## config.mk

```make
export PLATFORM = sky130hd
export DESIGN_NAME = aes_mix_columns_seq
export DESIGN_NICKNAME = d
export VERILOG_FILES = /design/src/rtl/aes_pkg.sv /design/src/rtl/mix_col_unit.sv /design/src/rtl/aes_mix_columns_seq.sv
export SDC_FILE = /design/constraint.sdc
export NUM_CORES = 1
export LEC_CHECK = 0
export BUFFER_PORTS_ARGS = -buffer_cell sky130_fd_sc_hd__buf_2
export CAP_MARGIN = 20
export CORE_MARGIN = 8
export CORE_UTILIZATION = 50
export DETAILED_ROUTE_END_ITERATION = 10
export GPL_TIMING_DRIVEN = 0
export PLACE_DENSITY_LB_ADDON = 0.08
export SYNTH_ARGS = -nofsm -noshare
export SYNTH_HDL_FRONTEND = slang
export SYNTH_SLANG_ARGS = --single-unit
```

## constraint.sdc

```tcl
create_clock -name clk -period 3.01 [get_ports clk]
set_input_delay 0.1505 -clock clk [delete_from_list [all_inputs] [get_ports clk]]
set_output_delay 0.1505 -clock clk [all_outputs]
set_load 0.01 [all_outputs]
```

## src/rtl/aes_pkg.sv

```systemverilog
// ---------------------------------------------------------------------------
// aes_pkg
//   Shared AES definitions for the MixColumns datapath: field polynomial,
//   state/column widths, the FSM state type and the GF(2^8) xtime helper.
//   No ports (package).
// ---------------------------------------------------------------------------
package aes_pkg;

   localparam logic [7:0]  AES_POLY    = 8'h1B;
   localparam int unsigned AES_STATE_W = 128;
   localparam int unsigned AES_COL_W   = 32;

   typedef enum logic [1:0] {
      ST_IDLE = 2'd0,
      ST_BUSY = 2'd1,
      ST_DONE = 2'd2
   } aes_fsm_e;

   // Multiply by x (i.e. by 2) in GF(2^8) modulo x^8+x^4+x^3+x+1.
   function automatic logic [7:0] xtime(input logic [7:0] x);
      return {x[6:0], 1'b0} ^ (x[7] ? AES_POLY : 8'h00);
   endfunction

endpackage

```

## src/rtl/mix_col_unit.sv

```systemverilog
// ---------------------------------------------------------------------------
// mix_col_unit
//   Combinational MixColumns for a single 32-bit column.
//   Row byte r of a column sits at [31-8r -: 8].
//   Optional feature macro: INV_MIXCOL_EN (adds i_inv and InvMixColumns).
// Ports
//   i_col  in  32  column a0..a3
//   i_inv  in   1  (INV_MIXCOL_EN only) 1 = InvMixColumns, 0 = MixColumns
//   o_col  out 32  column b0..b3
// ---------------------------------------------------------------------------
module mix_col_unit
   import aes_pkg::*;
(
   input  logic [AES_COL_W-1:0] i_col,
`ifdef INV_MIXCOL_EN
   input  logic                 i_inv,
`endif
   output logic [AES_COL_W-1:0] o_col
);

   logic [7:0] w_a   [4];
   logic [7:0] w_x2  [4];
   logic [7:0] w_fwd [4];
`ifdef INV_MIXCOL_EN
   logic [7:0] w_x4  [4];
   logic [7:0] w_x8  [4];
   logic [7:0] w_inv [4];
`endif

   always_comb begin
      for (int unsigned r = 0; r < 4; r++) begin
         w_a[r]  = i_col[31-8*r -: 8];
         w_x2[r] = xtime(w_a[r]);
      end
      // Row r: 2*a[r] ^ 3*a[r+1] ^ a[r+2] ^ a[r+3], indices mod 4.
      for (int unsigned r = 0; r < 4; r++) begin
         w_fwd[r] = w_x2[r]
                  ^ (w_x2[(r+1)%4] ^ w_a[(r+1)%4])
                  ^ w_a[(r+2)%4]
                  ^ w_a[(r+3)%4];
      end
   end

`ifdef INV_MIXCOL_EN
   always_comb begin
      for (int unsigned r = 0; r < 4; r++) begin
         w_x4[r] = xtime(w_x2[r]);
         w_x8[r] = xtime(w_x4[r]);
      end
      // 0e = x8^x4^x2, 0b = x8^x2^x, 0d = x8^x4^x, 09 = x8^x.
      for (int unsigned r = 0; r < 4; r++) begin
         w_inv[r] = (w_x8[r]       ^ w_x4[r]       ^ w_x2[r])
                  ^ (w_x8[(r+1)%4] ^ w_x2[(r+1)%4] ^ w_a[(r+1)%4])
                  ^ (w_x8[(r+2)%4] ^ w_x4[(r+2)%4] ^ w_a[(r+2)%4])
                  ^ (w_x8[(r+3)%4] ^ w_a[(r+3)%4]);
      end
   end
`endif

   always_comb begin
      o_col = '0;
      for (int unsigned r = 0; r < 4; r++) begin
`ifdef INV_MIXCOL_EN
         o_col[31-8*r -: 8] = i_inv ? w_inv[r] : w_fwd[r];
`else
         o_col[31-8*r -: 8] = w_fwd[r];
`endif
      end
   end

endmodule

```

## src/rtl/aes_mix_columns_seq.sv

```systemverilog
// ---------------------------------------------------------------------------
// aes_mix_columns_seq
//   Iterative AES MixColumns stage with valid/ready on both sides.
//   COLS_PER_CYCLE (1, 2 or 4) columns are mixed in place per BUSY cycle,
//   giving a latency of 4/COLS_PER_CYCLE edges after the input handshake.
//   Optional feature macro: INV_MIXCOL_EN (adds inv port, InvMixColumns).
// Ports
//   clk        in   1    rising-edge clock
//   rst_n      in   1    synchronous reset, active-low
//   in_valid   in   1    in_data holds a state block
//   in_ready   out  1    high only in IDLE
//   in_data    in   128  state; column c = [127-32c -: 32]
//   out_valid  out  1    high in DONE
//   out_ready  in   1    consumer takes the result
//   out_data   out  128  MixColumns result, same layout as in_data
//   inv        in   1    (INV_MIXCOL_EN only) latched at the input handshake
// ---------------------------------------------------------------------------
module aes_mix_columns_seq
   import aes_pkg::*;
#(
   parameter int unsigned COLS_PER_CYCLE = 1
)(
   input  logic                   clk,
   input  logic                   rst_n,
   input  logic                   in_valid,
   output logic                   in_ready,
   input  logic [AES_STATE_W-1:0] in_data,
   output logic                   out_valid,
   input  logic                   out_ready,
   output logic [AES_STATE_W-1:0] out_data
`ifdef INV_MIXCOL_EN
   ,
   input  logic                   inv
`endif
);

   if (COLS_PER_CYCLE != 1 && COLS_PER_CYCLE != 2 && COLS_PER_CYCLE != 4) begin : g_bad_cols
      $error("aes_mix_columns_seq: COLS_PER_CYCLE must be 1, 2 or 4");
   end

   // Counter step truncated to 2 bits: with 4 columns per cycle the count
   // stays at 0, which is also the last (and only) BUSY position.
   localparam logic [1:0] CNT_STEP = 2'(COLS_PER_CYCLE % 4);
   localparam logic [1:0] CNT_LAST = 2'((4 - COLS_PER_CYCLE) % 4);

   aes_fsm_e                r_state;
   aes_fsm_e                w_state_nxt;
   logic [1:0]              r_col_cnt;
   logic [AES_STATE_W-1:0]  r_data;
`ifdef INV_MIXCOL_EN
   logic                    r_inv;
`endif

   logic                    w_accept;
   logic                    w_last;
   logic [AES_COL_W-1:0]    w_cols    [4];
   logic [AES_COL_W-1:0]    w_wb_cols [4];
   logic [AES_COL_W-1:0]    w_mix_in  [COLS_PER_CYCLE];
   logic [AES_COL_W-1:0]    w_mix_out [COLS_PER_CYCLE];
   logic [AES_STATE_W-1:0]  w_data_nxt;

   // ---------------- FSM: state register ----------------
   always_ff @(posedge clk) begin
      if (!rst_n) begin
         r_state <= ST_IDLE;
      end else begin
         r_state <= w_state_nxt;
      end
   end

   // ---------------- FSM: next state ----------------
   always_comb begin
      w_state_nxt = r_state;
      case (r_state)
         ST_IDLE: if (in_valid)  w_state_nxt = ST_BUSY;
         ST_BUSY: if (w_last)    w_state_nxt = ST_DONE;
         ST_DONE: if (out_ready) w_state_nxt = ST_IDLE;
         default:                w_state_nxt = ST_IDLE;
      endcase
   end

   // ---------------- FSM: outputs ----------------
   always_comb begin
      in_ready  = (r_state == ST_IDLE);
      out_valid = (r_state == ST_DONE);
      out_data  = r_data;
   end

   assign w_accept = in_valid && in_ready;
   assign w_last   = (r_col_cnt == CNT_LAST);

   // ---------------- column select ----------------
   always_comb begin
      for (int unsigned c = 0; c < 4; c++) begin
         w_cols[c] = r_data[127-32*c -: 32];
      end
      for (int unsigned g = 0; g < COLS_PER_CYCLE; g++) begin
         w_mix_in[g] = w_cols[r_col_cnt + 2'(g)];
      end
   end

   for (genvar g = 0; g < COLS_PER_CYCLE; g++) begin : g_mix
      mix_col_unit u_mix (
         .i_col (w_mix_in[g]),
`ifdef INV_MIXCOL_EN
         .i_inv (r_inv),
`endif
         .o_col (w_mix_out[g])
      );
   end

   // ---------------- write-back ----------------
   always_comb begin
      for (int unsigned c = 0; c < 4; c++) begin
         w_wb_cols[c] = w_cols[c];
      end
      for (int unsigned g = 0; g < COLS_PER_CYCLE; g++) begin
         w_wb_cols[r_col_cnt + 2'(g)] = w_mix_out[g];
      end
      w_data_nxt = '0;
      for (int unsigned c = 0; c < 4; c++) begin
         w_data_nxt[127-32*c -: 32] = w_wb_cols[c];
      end
   end

   // ---------------- datapath registers ----------------
   always_ff @(posedge clk) begin
      if (!rst_n) begin
         r_col_cnt <= '0;
         r_data    <= '0;
`ifdef INV_MIXCOL_EN
         r_inv     <= 1'b0;
`endif
      end else if (w_accept) begin
         r_col_cnt <= '0;
         r_data    <= in_data;
`ifdef INV_MIXCOL_EN
         r_inv     <= inv;
`endif
      end else if (r_state == ST_BUSY) begin
         r_data    <= w_data_nxt;
         r_col_cnt <= r_col_cnt + CNT_STEP;
      end
   end

endmodule

```

==> results.ini <==
[global_route]
first_global_vias=7554
globalRouteOverflowTotal=0
grt_pass1_wl_mm=44.1
antenna_found_initial=0
grt_use_total_pct=32.5
grt_max_degree=17

[floorplanning]
core_area_mm2=0.0137
dieArea_mm2=0.0179
die_w_um=134
std_cell_rows=43
die_h_um=134
io_pins=262
initial_core_util_pct=50.7

[timing]
hold_violations=0
maxSlewViolCount=0
tightest_slew_ns=0.841
fin_setup_tns_ns=0
rsz0062_at_grt=no
setup-violations-final=0
relSlewSlack_pct=43.7
fmax_mhz=337
post-route-period-util_pct=98.5
period_needed_ns=2.96
skew_ns=0.00705
timing.hold.ws_ns=0.00378

[setup_path]
reg2reg_slack_ns=0.05
rr_endpoint=out_data[124]
crit_top_cell=buf_2
critPathRequiredTime_ns=3.35
crit_family=buffers and inverters
critPathLaunchType=register
critical_path.cell_chain=buf_2 > buf_2 > inv_1 > ha_1 > and3b_1 > nor2_2 > clkbuf_1 > a22oi_1 > o22ai_1
arrival_ns=3.30
worstSetupPathType=register to register
end_kind=register
cp_num_buf_inv=4
path_max_fanout=10
reg2reg_depth=9
cpPeakStageDelay_ns=0.54
critPathSlowestCell=clkbuf_1
worst_r2r_startpoint=r_col_cnt[0]

[worst_hold_path]
hold_start=out_ready
whs_path_depth=4
min_to=r_state[1]
hold_class=input pin to register

[run_status]
status=complete, no violations

[routing]
dr.pass1.iters=8
drt_iter0_drc=906
antenna_left=0
wl_per_cell_um=28.4
detail_route.vias_per_cell=6.88
drc=0
vias=7316
wl_mm=30.2

[clocking]
cts-root-buf=clkbuf_16
postCtsSetupBuffers=0
cts-htree-levels=4
clk_pin_slew_worst_paths_ns=0.06
cts_buffers=17
cts-hold-fix-buffers=0
clk_path_buf_depth=2
tritoncts=done
cts.sinks=132
clk-insertion-delay-late_ns=0.42

[final_layout]
fin_cells=1063
fin_nets=1006
diodes=0
syn2layout_area_growth_pct=31.4
utilization_pct=66.6
drive_gt1_share_pct=39.2
nFillCells=1099

[yosys]
syn_inst=590
synth-edff-count=0
synth_flop_cell=dfxtp_1
synth_area_per_cell_um2=11.8
yosysMostFrequentCell=dfxtp_1
synth.area.top_cells=dfxtp_1 (38%), a22oi_1 (14%), o22ai_1 (12%)
ys_ff_latch=132
synth_top_area_share_pct=38.0
synth_seq_area_share_pct=38.0
syn_area_mm2=0.00696
ys_types=27
ys_top_cells_by_count=dfxtp_1 (132), a22oi_1 (128), o22ai_1 (128), clkbuf_1 (53), xnor3_1 (35)
async_flop_share_pct=0
syn-num-nets=726
yosys.area.top_type=dfxtp_1
yosys_warnings=0

[power_and_ir_drop]
seqPwrFrac_pct=24.3
comb_power_share_pct=51.1
peakVddDrop_mv=0.557
p_int_mw=5.72
power.switching_mw=3.51
powerDensity_mw_per_mm2=1010
sw_frac_of_total_pct=38.0
power.static_leakage_nw=4.11
clkPwrFrac_pct=24.6

[flow_run]
drv_cap=0

[place]
hpwlAfterDp_mm=22.1
place_congestion=0.940
io_buffer_count=261
place_inst=1031

==> tightest hold or removal path: cells and delay by family <==
kind	cells	cell delay [ns]
simple gates	3	0.14
buf+inv	1	0.08
==> layer usage <==
metal | vias to the layer above | track usage (%) | routed length, um
met5 | - | 0 | 0
met4 | 0 | 15.7 | 1420
met3 | 140 | 10.4 | 3830
met2 | 676 | 52.9 | 14300
met1 | 3522 | 38.2 | 10600
li1 | 2978 | - | -
==> cells by family after synthesis <==
kind of cell	synth area share (%)
compound gates	25.6
xor+xnor	19.3
fa+ha+maj	0.719
buf+inv	4.26
flops	38.0
mux	10.5
simple gates	1.60
==> repair_timing <==
item / 4_1_cts / 5_1_grt
resized for setup: 1 / 8
setup endpoints to repair: 30 / 29
gates cloned: 0 / 0
==> cell usage in the layout (no fill, tap or decap), types with 10 or more instances in the layout <==
| cell type | Yosys | routed |
|---|---|---|
| mux4_2 | 32 | 32 |
| dfxtp_1 | 132 | 132 |
| a22oi_1 | 128 | 128 |
| o22ai_1 | 128 | 128 |
| buf_2 | 5 | 266 |
| xnor3_1 | 35 | 35 |
| clkbuf_1 | 53 | 51 |
| clkbuf_16 | 0 | 17 |
| xor2_1 | 10 | 10 |
| xnor2_1 | 10 | 10 |
==> layout make-up <==
type                    count  area (um2)  area share (%)
clock inverters             8         145            1.59
repair buffers            261        1310            14.3
plain buffers              62         283            3.09
multi-input cells         391        4020            44.0
flip-flops and latches    132        2640            28.9
well taps                 180         225            2.46
inverters                   5        18.8           0.205
clock buffers              24         502            5.49
==> sequential cells by signal (all words and copies together) (netlist names) <==
name,flops
r_col_cnt,2
r_state,2
out_data,128
==> power by group through the flow <==
stage                     clock network [mW]  registers, mW  logic (mW)
after CTS                               2.26           2.23        4.63
final                                   2.27           2.25        4.72
after floorplan                            0           2.33        3.15
after global placement                     0           2.26        4.55
after global routing                    2.34           2.26        4.88
after detailed placement                   0           2.26        4.60
==> how the worst max path moves through the flow <==
stage,cells past startpoint,slack (ns),endpoint,start
finish,9,0.05,out_data[124],r_col_cnt[0]
global route,9,0.03,out_data[113],r_col_cnt[0]
detailed placement,9,-0.12,out_data[97],r_col_cnt[0]
CTS,9,0.09,out_data[97],r_col_cnt[0]
floorplan,6,0.79,out_data[121],r_col_cnt[1]
global placement,9,0.01,out_data[106],r_col_cnt[0]
==> metrics by stage <==
stage / total power, mW / setup slack, ns / cell area, um2
2_1_floorplan: 5.48 / 0.788 / 6960
6_report: 9.24 / 0.0461 / 9140
3_3_place_gp: 6.81 / 0.0139 / 8490
3_5_place_dp: 6.86 / -0.121 / 8490
4_1_cts: 9.13 / 0.0902 / 9140
5_1_grt: 9.49 / 0.0272 / 9140
Power figures use the tool's default switching activity.
